==> config.mk <==
export PLATFORM = sky130hd
export DESIGN_NAME = dem20_down
export DESIGN_NICKNAME = d
export VERILOG_FILES = /design/src/rtl/dem_pkg.sv /design/src/rtl/dem_digit_down.sv /design/src/rtl/dem20_down.sv
export SDC_FILE = /design/constraint.sdc
export NUM_CORES = 1
export LEC_CHECK = 0
export CAP_MARGIN = 25
export CELL_PAD_IN_SITES_DETAIL_PLACEMENT = 1
export CELL_PAD_IN_SITES_GLOBAL_PLACEMENT = 1
export CORE_UTILIZATION = 29
export CTS_CLUSTER_SIZE = 25
export DETAILED_ROUTE_END_ITERATION = 16
export PLACE_DENSITY = 0.74
export SYNTH_ARGS = -nofsm -noshare
export SYNTH_HDL_FRONTEND = slang
export SYNTH_HIERARCHICAL = 1
export SYNTH_SLANG_ARGS = --single-unit
==> constraint.sdc <==
create_clock -name clk -period 1.8 [get_ports clk]
set_input_delay 0.27 -clock clk [delete_from_list [all_inputs] [get_ports clk]]
set_output_delay 0.27 -clock clk [all_outputs]
set_load 0.01 [all_outputs]
==> src/rtl/dem_pkg.sv <==
// Shared types and constant helpers for the dem down-counter family.
package dem_pkg;

    typedef enum logic {ST_IDLE, ST_RUN} state_t;

    // Largest count a LO x HI cascade can hold; loads above it saturate here.
    function automatic int sat_max(input int lo_mod, input int hi_mod);
        return lo_mod * hi_mod - 1;
    endfunction

    function automatic int unsigned dig_lo(input int unsigned v, input int unsigned lo_mod);
        return v % lo_mod;
    endfunction

    function automatic int unsigned dig_hi(input int unsigned v, input int unsigned lo_mod);
        return v / lo_mod;
    endfunction

endpackage

==> src/rtl/dem_digit_down.sv <==
// Single loadable mod-N down digit; bo flags a 0 -> N-1 step.
module dem_digit_down #(
    parameter int N  = 4,
    parameter int WD = 2
) (
    input  logic          clk,
    input  logic          rst,
    input  logic          ld,
    input  logic [WD-1:0] ld_val,
    input  logic          dec,
    output logic [WD-1:0] q,
    output logic [WD-1:0] q_nxt,
    output logic          bo
);

    logic [WD-1:0] r_q;

    // bo ignores ld so the cascade can feed the load decision without a loop.
    assign bo = dec & (r_q == '0);
    assign q  = r_q;

    always_comb begin
        q_nxt = r_q;
        if (ld)
            q_nxt = ld_val;
        else if (dec)
            q_nxt = (r_q == '0) ? WD'(N - 1) : r_q - 1'b1;
    end

    always_ff @(posedge clk or posedge rst) begin
        if (rst) r_q <= '0;
        else     r_q <= q_nxt;
    end

endmodule

==> src/rtl/dem20_down.sv <==
// Loadable two-digit cascaded down-counter with expiry strobe ra.
// Define AUTO_RELOAD_EN to reload from the last loaded value at expiry.
module dem20_down
    import dem_pkg::*;
#(
    parameter int LO_MOD = 4,
    parameter int HI_MOD = 5,
    parameter int W      = 5,
    parameter int LW     = 2,
    parameter int HW     = 3
) (
    input  logic          clk,
    input  logic          rst,
    input  logic          load,
    input  logic [W-1:0]  load_val,
    input  logic          en,
    output logic [W-1:0]  q,
    output logic [LW-1:0] q_lo,
    output logic [HW-1:0] q_hi,
    output logic          ra,
    output logic          busy
);

    localparam logic [W-1:0] MAXV = W'(sat_max(LO_MOD, HI_MOD));

    state_t        r_state;
    logic [W-1:0]  r_q;
    logic          r_ra;
    logic          r_busy;

    logic [W-1:0]  w_sat;
    logic [W-1:0]  w_ld_v;
    logic          w_ld;
    logic          w_dec_lo;
    logic          w_dec_hi;
    logic          w_bo_lo;
    logic          w_term;
    logic [LW-1:0] w_lo_nxt;
    logic [HW-1:0] w_hi_nxt;

    assign w_sat    = (32'(load_val) > 32'(MAXV)) ? MAXV : load_val;
    assign w_dec_lo = (r_state == ST_RUN) & en & ~load;
    assign w_dec_hi = w_bo_lo & en;

`ifdef AUTO_RELOAD_EN
    logic [W-1:0] r_reload;

    assign w_ld_v = load ? w_sat : r_reload;

    always_ff @(posedge clk or posedge rst) begin
        if (rst)       r_reload <= '0;
        else if (load) r_reload <= w_sat;
    end
`else
    // Expiry loads zero so the digits park at 0 instead of wrapping.
    assign w_ld_v = load ? w_sat : '0;
`endif

    // A borrow out of the high digit means the whole count stepped below zero.
    assign w_ld = load | w_term;

    dem_digit_down #(.N(LO_MOD), .WD(LW)) u_lo (
        .clk    (clk),
        .rst    (rst),
        .ld     (w_ld),
        .ld_val (LW'(dig_lo(32'(w_ld_v), LO_MOD))),
        .dec    (w_dec_lo),
        .q      (q_lo),
        .q_nxt  (w_lo_nxt),
        .bo     (w_bo_lo)
    );

    dem_digit_down #(.N(HI_MOD), .WD(HW)) u_hi (
        .clk    (clk),
        .rst    (rst),
        .ld     (w_ld),
        .ld_val (HW'(dig_hi(32'(w_ld_v), LO_MOD))),
        .dec    (w_dec_hi),
        .q      (q_hi),
        .q_nxt  (w_hi_nxt),
        .bo     (w_term)
    );

    always_ff @(posedge clk or posedge rst) begin
        if (rst) begin
            r_state <= ST_IDLE;
            r_busy  <= 1'b0;
            r_ra    <= 1'b0;
            r_q     <= '0;
        end else begin
            r_q  <= W'(w_hi_nxt) * W'(LO_MOD) + W'(w_lo_nxt);
            r_ra <= w_term;
            if (load) begin
                r_state <= ST_RUN;
                r_busy  <= 1'b1;
            end else if (w_term) begin
`ifndef AUTO_RELOAD_EN
                r_state <= ST_IDLE;
                r_busy  <= 1'b0;
`endif
            end
        end
    end

    assign q    = r_q;
    assign ra   = r_ra;
    assign busy = r_busy;

endmodule

### After elaboration in Yosys (flattened, before gate mapping)

Index checks and enable logic that the tools add are counted.

* register bits after elaboration: 12
* bits of input ports: 9
* output and inout port bits: 12
* word-level logic and storage cells: 29

* $add $sub $neg: 3
* order comparisons: 1
* muxes and demuxes: 10
* bitwise logic cells: 7
* reductions and logical operators: 3

Operators by type and width (number)
* $mux W5: 2
* $mux W3: 3
* $mux W2: 3
* $add A5 B2 Y5: 1
* $and A1 B1 Y1: 5
* $gt A5 B5 Y1 const B: 1
* $logic_not A3 Y1: 1
* $sub A3 B1 Y3 const B: 1
* $logic_not A2 Y1: 1
* $mux W1: 2
* $reduce_bool A2 Y1: 1
* $sub A2 B1 Y2 const B: 1
* $not A1 Y1: 1
* $or A1 B1 Y1: 1

### Depth between registers and ports, before layout

Gate-level depths: netlist of run 1.

* word-level depth: 8
* mapped depth: 8
* depth with buffers taken out: 8

### Modules after synthesis

Netlist of run 1, hierarchy kept.

By module, submodules not included
* dem20_down: instances 1, cells each 19, area each 259.0 um^2, seq. area each 175.2 um^2
* dem_digit_down at u_hi: instances 1, cells each 20, area each 197.7 um^2, seq. area each 75.1 um^2
* dem_digit_down at u_lo: instances 1, cells each 15, area each 131.4 um^2, seq. area each 50.0 um^2

### Worst setup path after synthesis of run 1

OpenSTA, ideal clock, no wires.

* path kind: reg-to-reg
* from: register r_state
* to: register, netlist name q[4]
* setup time: 0.128 ns
* arrival time: 1.777 ns
* data required time: 1.672 ns
* path slack: -0.105 ns
* cell stages (with the launch flop): 7
* buffers on the path: 0
* period minus slack after synthesis: 1.905 ns
* cells stage by stage: dfrtp_1 > and3b_1 > and2_2 > and2_1 > and2_2 > or2_1 > mux2_2

RTL lines
* from (decl): line dem20_down.sv:26 `state_t r_state;`
* from (signal assigned): line dem20_down.sv:86 `r_state <= ST_IDLE;`
* from (signal assigned): line dem20_down.sv:94 `r_state <= ST_RUN;`
* from (signal assigned): line dem20_down.sv:98 `r_state <= ST_IDLE;`

### Worst setup path after layout of run 1

* from: input en
* to: register u_hi.r_q[2], in the netlist u_hi/q[2]

* word-level cells in the longest chain between the ends: 7
* elaborated cells on any way between the ends: 8
* classes of those cells: mux: 2; bitwise: 6

Ends and longest elaborated chain
* from (decl): line dem20_down.sv:16 `input logic en,`
* $and A1 B1 Y1 (2 in a row): line dem20_down.sv:42 `assign w_dec_lo = (r_state == ST_RUN) & en & ~load;`
* via w_dec_lo: line dem20_down.sv:34 `logic w_dec_lo;`
* $and A1 B1 Y1: line dem_digit_down.sv:19 `assign bo = dec & (r_q == '0);`
* via w_bo_lo: line dem20_down.sv:36 `logic w_bo_lo;`
* $and A1 B1 Y1: line dem20_down.sv:43 `assign w_dec_hi = w_bo_lo & en;`
* via w_dec_hi: line dem20_down.sv:35 `logic w_dec_hi;`
* $and A1 B1 Y1: line dem_digit_down.sv:19
* via w_term: line dem20_down.sv:37 `logic w_term;`
* $or A1 B1 Y1: line dem20_down.sv:60 `assign w_ld = load | w_term;`
* via w_ld: line dem20_down.sv:33 `logic w_ld;`
* $mux W3: line dem_digit_down.sv:24 `if (ld)`
* via w_hi_nxt[2]: line dem20_down.sv:39 `logic [HW-1:0] w_hi_nxt;`
* to (signal assigned): line dem_digit_down.sv:32 `else r_q <= q_nxt;`
* to (decl): line dem_digit_down.sv:16 `logic [WD-1:0] r_q;`

The timed path passes the listed nets, and every way through them passes these cells.
A chain may end at the register's enable or synchronous reset.

==> results.json, run 1 <==
{
  "run_status": "completed",
  "cts_tree": "done",
  "diodes": 0,
  "utilization_pct": 51.8,
  "cp-start-kind": "primary input",
  "critical_path.max_fanout": 6,
  "routed_wl_um": 1350,
  "path_clk_slew_ns": 0.07,
  "die-area_mm2": 0.00221,
  "htreeDepth": 1,
  "yosys.area.top_type_share_pct": 51.1,
  "fmax_ghz": 0.562,
  "core_area_mm2": 0.00182,
  "hp-class": "in2async",
  "cts-buffers-inserted": 3,
  "io_pins": 21,
  "avgSynthCellArea_um2": 10.9,
  "track_usage_pct": 14.2,
  "r2r-start": "r_state",
  "drc_errors": 0,
  "max_stage_delay_ns": 0.42,
  "clock_latency_ns": 0.26,
  "slew_headroom_pct": 81.5,
  "vdd_drop_max_mv": 0.252,
  "r2r_slack_ns": 0.04,
  "required_ns": 1.94,
  "final_nets": 101,
  "endpoint_kind": "flip-flop",
  "antenna_found_initial": 0,
  "drtIter0Drc": 2,
  "grt_pass1_wl_um": 2030,
  "hold_violations": 0,
  "dp_hpwl_um": 1160,
  "antenna_left": 0,
  "holdBufCountCts": 0,
  "grt_pass1_vias": 487,
  "wl_per_cell_um": 12.0,
  "post_dp_cell_area_um2": 900,
  "path_buf_inv": 1,
  "cts_buffer_depth": 2,
  "worst_pin_slew_ns": 0.276,
  "synth.ff_latch_count": 12,
  "drv_cap": 0,
  "cp_slowest_cell": "clkdlybuf4s50_1",
  "pwr_density_cell_mw_per_mm2": 696,
  "setup_viol": 0,
  "gp_congestion": 0.714,
  "synthesis.nets": 65,
  "fin_setup_tns_ns": 0,
  "die_w_um": 47.0,
  "yosys.cell_types.count": 24,
  "fill_cells": 224,
  "fin_crit_sh_pct": 98.8,
  "setup.worst_path.class": "in2reg",
  "initial_core_util_pct": 32.3,
  "slew_violations": 0,
  "path_cells": "clkdlybuf4s50_1 > and3b_1 > and2_2 > and2_4 > and2_4 > or2_4 > mux2_4",
  "seq_area_frac_synth_pct": 51.1,
  "postSynthCellCount": 54,
  "viasPerCell": 4.40,
  "rsz0062_at_grt": "no",
  "fin_area_um2": 942,
  "portBuffers": 20,
  "r2r_cells": 6,
  "synth_top_cell_by_area": "dfrtp_1",
  "clock_sinks": 12,
  "worst_path_most_repeated_cell": "and2_4",
  "die_h_um": 47.0,
  "period_needed_ns": 1.78,
  "p_leak_uw": 0.000451,
  "drive_above_1_share_pct": 31.8,
  "num_vias": 497,
  "overflow": 0,
  "critical_path.top_delay_family": "simple AND/OR/NAND/NOR gates",
  "crit_arrival_ns": 1.92,
  "grt_max_degree": 8,
  "first_pass_iters": 2,
  "syn2layout_area_growth_pct": 60.2,
  "root_buffer": "clkbuf_4",
  "rows": 15,
  "synth_area_um2": 588,
  "ys.warnings.count": 6,
  "finalClockSkew_ns": 0.00603,
  "r2r-end": "u_hi/q[2]",
  "yosys-top-cells-area": "dfrtp_1 51%, inv_1 4.5%, and3b_1 4.5%"
}
==> stage by stage <==
stage               instances  worst slack (ns)  hold slack [ns]  power, uW
detailed placement        108            -0.334            0.518        508
global placement          108            -0.275            0.496        501
finish                    113            0.0219            0.233        655
global route              113           0.00287            0.258        691
CTS                       112            0.0223            0.236        661
floorplan                  54           0.00623           0.0112        395
==> layout make-up <==
class / instances / area [um2] / share of cell area, %
multi-input cells: 34 / 277 / 29.3
clock buffers: 3 / 22.5 / 2.39
well taps: 25 / 31.3 / 3.32
flip-flops and latches: 12 / 300 / 31.9
repair buffers: 31 / 282 / 29.9
inverters: 8 / 30.0 / 3.19
==> layout by cell type (no fill, tap or decap) <==
| cell type | count |
|---|---|
| a21oi_1 | 1 |
| and2_4 | 2 |
| nor3b_2 | 1 |
| a21o_1 | 1 |
| ha_1 | 1 |
| buf_4 | 11 |
| nand2_2 | 1 |
| o21a_1 | 3 |
| inv_2 | 1 |
| and2_1 | 2 |
| o21ai_2 | 2 |
| ha_2 | 1 |
| and3b_2 | 1 |
| dfrtp_1 | 12 |
| nand2b_1 | 1 |
| a21oi_2 | 1 |
| nor2_1 | 3 |
| clkbuf_4 | 3 |
| or2_4 | 1 |
| dlygate4sd2_1 | 1 |
| o31ai_1 | 1 |
| and3b_1 | 3 |
| mux2_4 | 1 |
| o31ai_2 | 1 |
| mux2i_1 | 1 |
| nand2_1 | 3 |
| clkdlybuf4s50_1 | 19 |
| and2_2 | 1 |
| inv_1 | 7 |
| and4bb_1 | 1 |
==> worst register-to-register path: cells and delay by family (launching register included) <==
kind / cells / cell delay, ns
flops: 1 / 0.40
mux: 1 / 0.31
simple gates: 5 / 0.94
==> flip-flops by register name, indices dropped and copies added (netlist names) <==
name,cells
q,5
u_hi/q,3
u_lo/q,2
r_state,1
ra,1
==> cells in the mapped netlist <==
cell / instances
a21o_1: 1
a21oi_1: 1
a21oi_2: 1
and2_1: 3
and2_2: 2
and3b_1: 3
and3b_2: 1
and4bb_1: 1
dfrtp_1: 12
ha_1: 2
inv_1: 7
inv_2: 1
mux2_2: 1
mux2i_1: 1
nand2_1: 4
nand2b_1: 1
nor2_1: 3
nor3b_2: 1
o21a_1: 3
o21ai_1: 1
o21ai_2: 1
o31ai_1: 1
o31ai_2: 1
or2_1: 1
==> worst max path at each step <==
stage,from,to,slack [ns],cells past startpoint
floorplan,r_state,q[4],0.006,6
global placement,load,q[2],-0.27,8
detailed placement,load,q[1],-0.33,7
CTS,en,q[1],0.02,7
global route,en,q[1],0.003,7
finish,en,u_hi/q[2],0.02,7
==> cells by family (layout without fill, tap and decap cells) <==
kind of cell	Yosys count	after routing	share of synthesized area, %
simple gates	20	20	22.8
buf+inv	8	42	5.11
compound gates	10	10	13.2
mux	2	2	3.62
fa+ha+maj	2	2	4.25
flops	12	12	51.1
==> per-layer routing <==
layer | track usage, % | part of all wire (%) | wire (um) | up-vias
met4 | 12.0 | 2.0 | 27 | 0
met1 | 16.7 | 45 | 610 | 234
li1 | - | - | - | 248
met5 | 0 | 0 | 0 | -
met3 | 2.31 | 2.4 | 33 | 2
met2 | 22.5 | 50 | 680 | 13
==> repair_timing <==
item                       4_1_cts  5_1_grt
gates resized for setup          2        1
setup buffers                    1        1
pin swaps                        1        1
setup endpoints to repair        8       10
==> report_power, final <==
| group | leakage (uW) | switching (uW) | internal [uW] |
|---|---|---|---|
| Sequential | 0.000152 | 15.5 | 295 |
| Combinational | 0.000285 | 79.2 | 115 |
| Clock | 0.0000138 | 73.7 | 77.0 |
(Power assumes the default switching activity.)
==> run 2, diff against run 1 <==
--- a/config.mk
+++ b/config.mk
@@ -8,10 +8,12 @@
 export CAP_MARGIN = 25
 export CELL_PAD_IN_SITES_DETAIL_PLACEMENT = 1
 export CELL_PAD_IN_SITES_GLOBAL_PLACEMENT = 1
+export CORE_ASPECT_RATIO = 0.7
 export CORE_UTILIZATION = 29
 export CTS_CLUSTER_SIZE = 25
 export DETAILED_ROUTE_END_ITERATION = 16
 export PLACE_DENSITY = 0.74
+export SLEW_MARGIN = 20
 export SYNTH_ARGS = -nofsm -noshare
 export SYNTH_HDL_FRONTEND = slang
 export SYNTH_HIERARCHICAL = 1
==> results.json, run 2 (synthesis results as in run 1) <==
{
  "run_status": "completed",
  "hold_violations": 0,
  "hold_slack_ns": 0.220,
  "worst_pin_slew_ns": 0.263,
  "finalClockSkew_ns": 0.00376,
  "grt_pass1_vias": 507,
  "setup_viol": 0,
  "crit_start": "r_state",
  "holdBufCountCts": 0,
  "first_pass_iters": 4,
  "wl_per_cell_um": 13.7,
  "cts-buffers-inserted": 3,
  "largest_reg_flops": 5,
  "rows": 13,
  "path_clk_slew_ns": 0.07,
  "r2r-start": "r_state",
  "antenna_left": 0,
  "pwr_density_cell_mw_per_mm2": 744,
  "drc_errors": 0,
  "max_stage_delay_ns": 0.40,
  "fmax_ghz": 0.571,
  "io_pins": 21,
  "portBuffers": 20,
  "die_h_um": 39.7,
  "antenna_found_initial": 0,
  "overflow": 0,
  "drv_cap": 0,
  "crit_arrival_ns": 1.90,
  "slew_headroom_pct": 82.4,
  "dp_hpwl_um": 1230,
  "grt_pass1_wl_um": 2400,
  "critical_path.max_fanout": 6,
  "track_usage_pct": 15.6,
  "drive_above_1_share_pct": 34.4,
  "path_cells": "and3b_1 > and2_4 > and2_4 > and2_4 > or2_4 > mux2_4",
  "final_nets": 102,
  "required_ns": 1.95,
  "rsz0062_at_grt": "no",
  "final_cell_mix": "18 x clkdlybuf4s50_1, 12 x dfrtp_1, 11 x buf_4, 7 x inv_1",
  "core_area_mm2": 0.00189,
  "diodes": 0,
  "cts_tree": "done",
  "drtIter0Drc": 4,
  "p_leak_uw": 0.000477,
  "cts_buffer_depth": 2,
  "cp_slowest_cell": "dfrtp_1",
  "worst_path_most_repeated_cell": "and2_4",
  "initial_core_util_pct": 31.2,
  "root_buffer": "clkbuf_4",
  "r2r_cells": 6,
  "gp_congestion": 0.638,
  "htreeDepth": 1,
  "die_w_um": 55.8,
  "dpl.cell_count": 106,
  "clock_latency_ns": 0.27,
  "grt_max_degree": 8,
  "endpoint_kind": "flip-flop",
  "viasPerCell": 4.67,
  "r2r-end": "q[4]",
  "layout_commonest_cell": "clkdlybuf4s50_1",
  "die-area_mm2": 0.00221,
  "routed_wl_um": 1530,
  "hp-class": "in2async",
  "clock_sinks": 12,
  "syn2layout_area_growth_pct": 66.6,
  "cp-start-kind": "flip-flop",
  "vdd_drop_max_mv": 0.458,
  "num_vias": 523,
  "r2r_slack_ns": 0.05,
  "final_cells": 112,
  "period_needed_ns": 1.75,
  "fin_crit_sh_pct": 97.2,
  "setup.worst_path.class": "reg2reg",
  "slew_violations": 0
}
[run 2: cell type report]
cell class,count,area [um2]
Multi-Input combinational cell,34,290
Tap cell,22,27.5
Inverter,8,30.0
Fill cell,221,907
Clock buffer,4,36.3
Sequential cell,12,300
Timing Repair Buffer,32,295
[run 2: routing by layer]
layer  vias up  wire length, um  track usage [%]
met3         2               60             2.31
met4         0               16             9.15
met1       251              744             20.6
li1        250                -                -
met5         -                0                0
met2        20              711             25.0
[run 2: critical path: cells and delay by family (launching register included)]
kind | cells | cell delay, ns
flops | 1 | 0.40
mux | 1 | 0.31
simple gates | 5 | 0.92
[run 2: how the worst max path moves through the flow]
stage | depth (start not counted) | slack, ns | endpoint
2_1_floorplan | 6 | 0.006 | q[4]
3_3_place_gp | 8 | -0.29 | q[2]
3_5_place_dp | 7 | -0.33 | u_lo/q[1]
4_1_cts | 7 | 0.02 | q[4]
5_1_grt | 6 | 0.007 | u_hi/q[2]
6_report | 6 | 0.05 | q[4]
[run 2: power by group]
part	switching [uW]	internal, uW
Combinational	89.5	122
Clock	84.3	123
Sequential	15.4	295
[run 2: repair_timing]
item	4_1_cts	5_1_grt
endpoints found under the setup margin	8	10
pin swaps	1	2
buffers inserted	1	1
resized for setup	1	7
[run 2: stage by stage]
step	power [uW]	util, %	cell area, um2	setup TNS, ns	setup slack (ns)
finish	729	51.9	980	0	0.0496
global route	765	51.9	980	0	0.00746
CTS	725	50.1	946	0	0.0224
detailed placement	514	47.9	903	-3.04	-0.329
global placement	505	47.9	903	-2.68	-0.288
floorplan	395	-	601	0	0.00623
==> run 3, diff against run 2 <==
--- a/config.mk
+++ b/config.mk
@@ -13,7 +13,6 @@
 export CTS_CLUSTER_SIZE = 25
 export DETAILED_ROUTE_END_ITERATION = 16
 export PLACE_DENSITY = 0.74
-export SLEW_MARGIN = 20
 export SYNTH_ARGS = -nofsm -noshare
 export SYNTH_HDL_FRONTEND = slang
 export SYNTH_HIERARCHICAL = 1
==> results of run 3 <==
No change in the layout: final DEF, timing and power equal those of run 2.
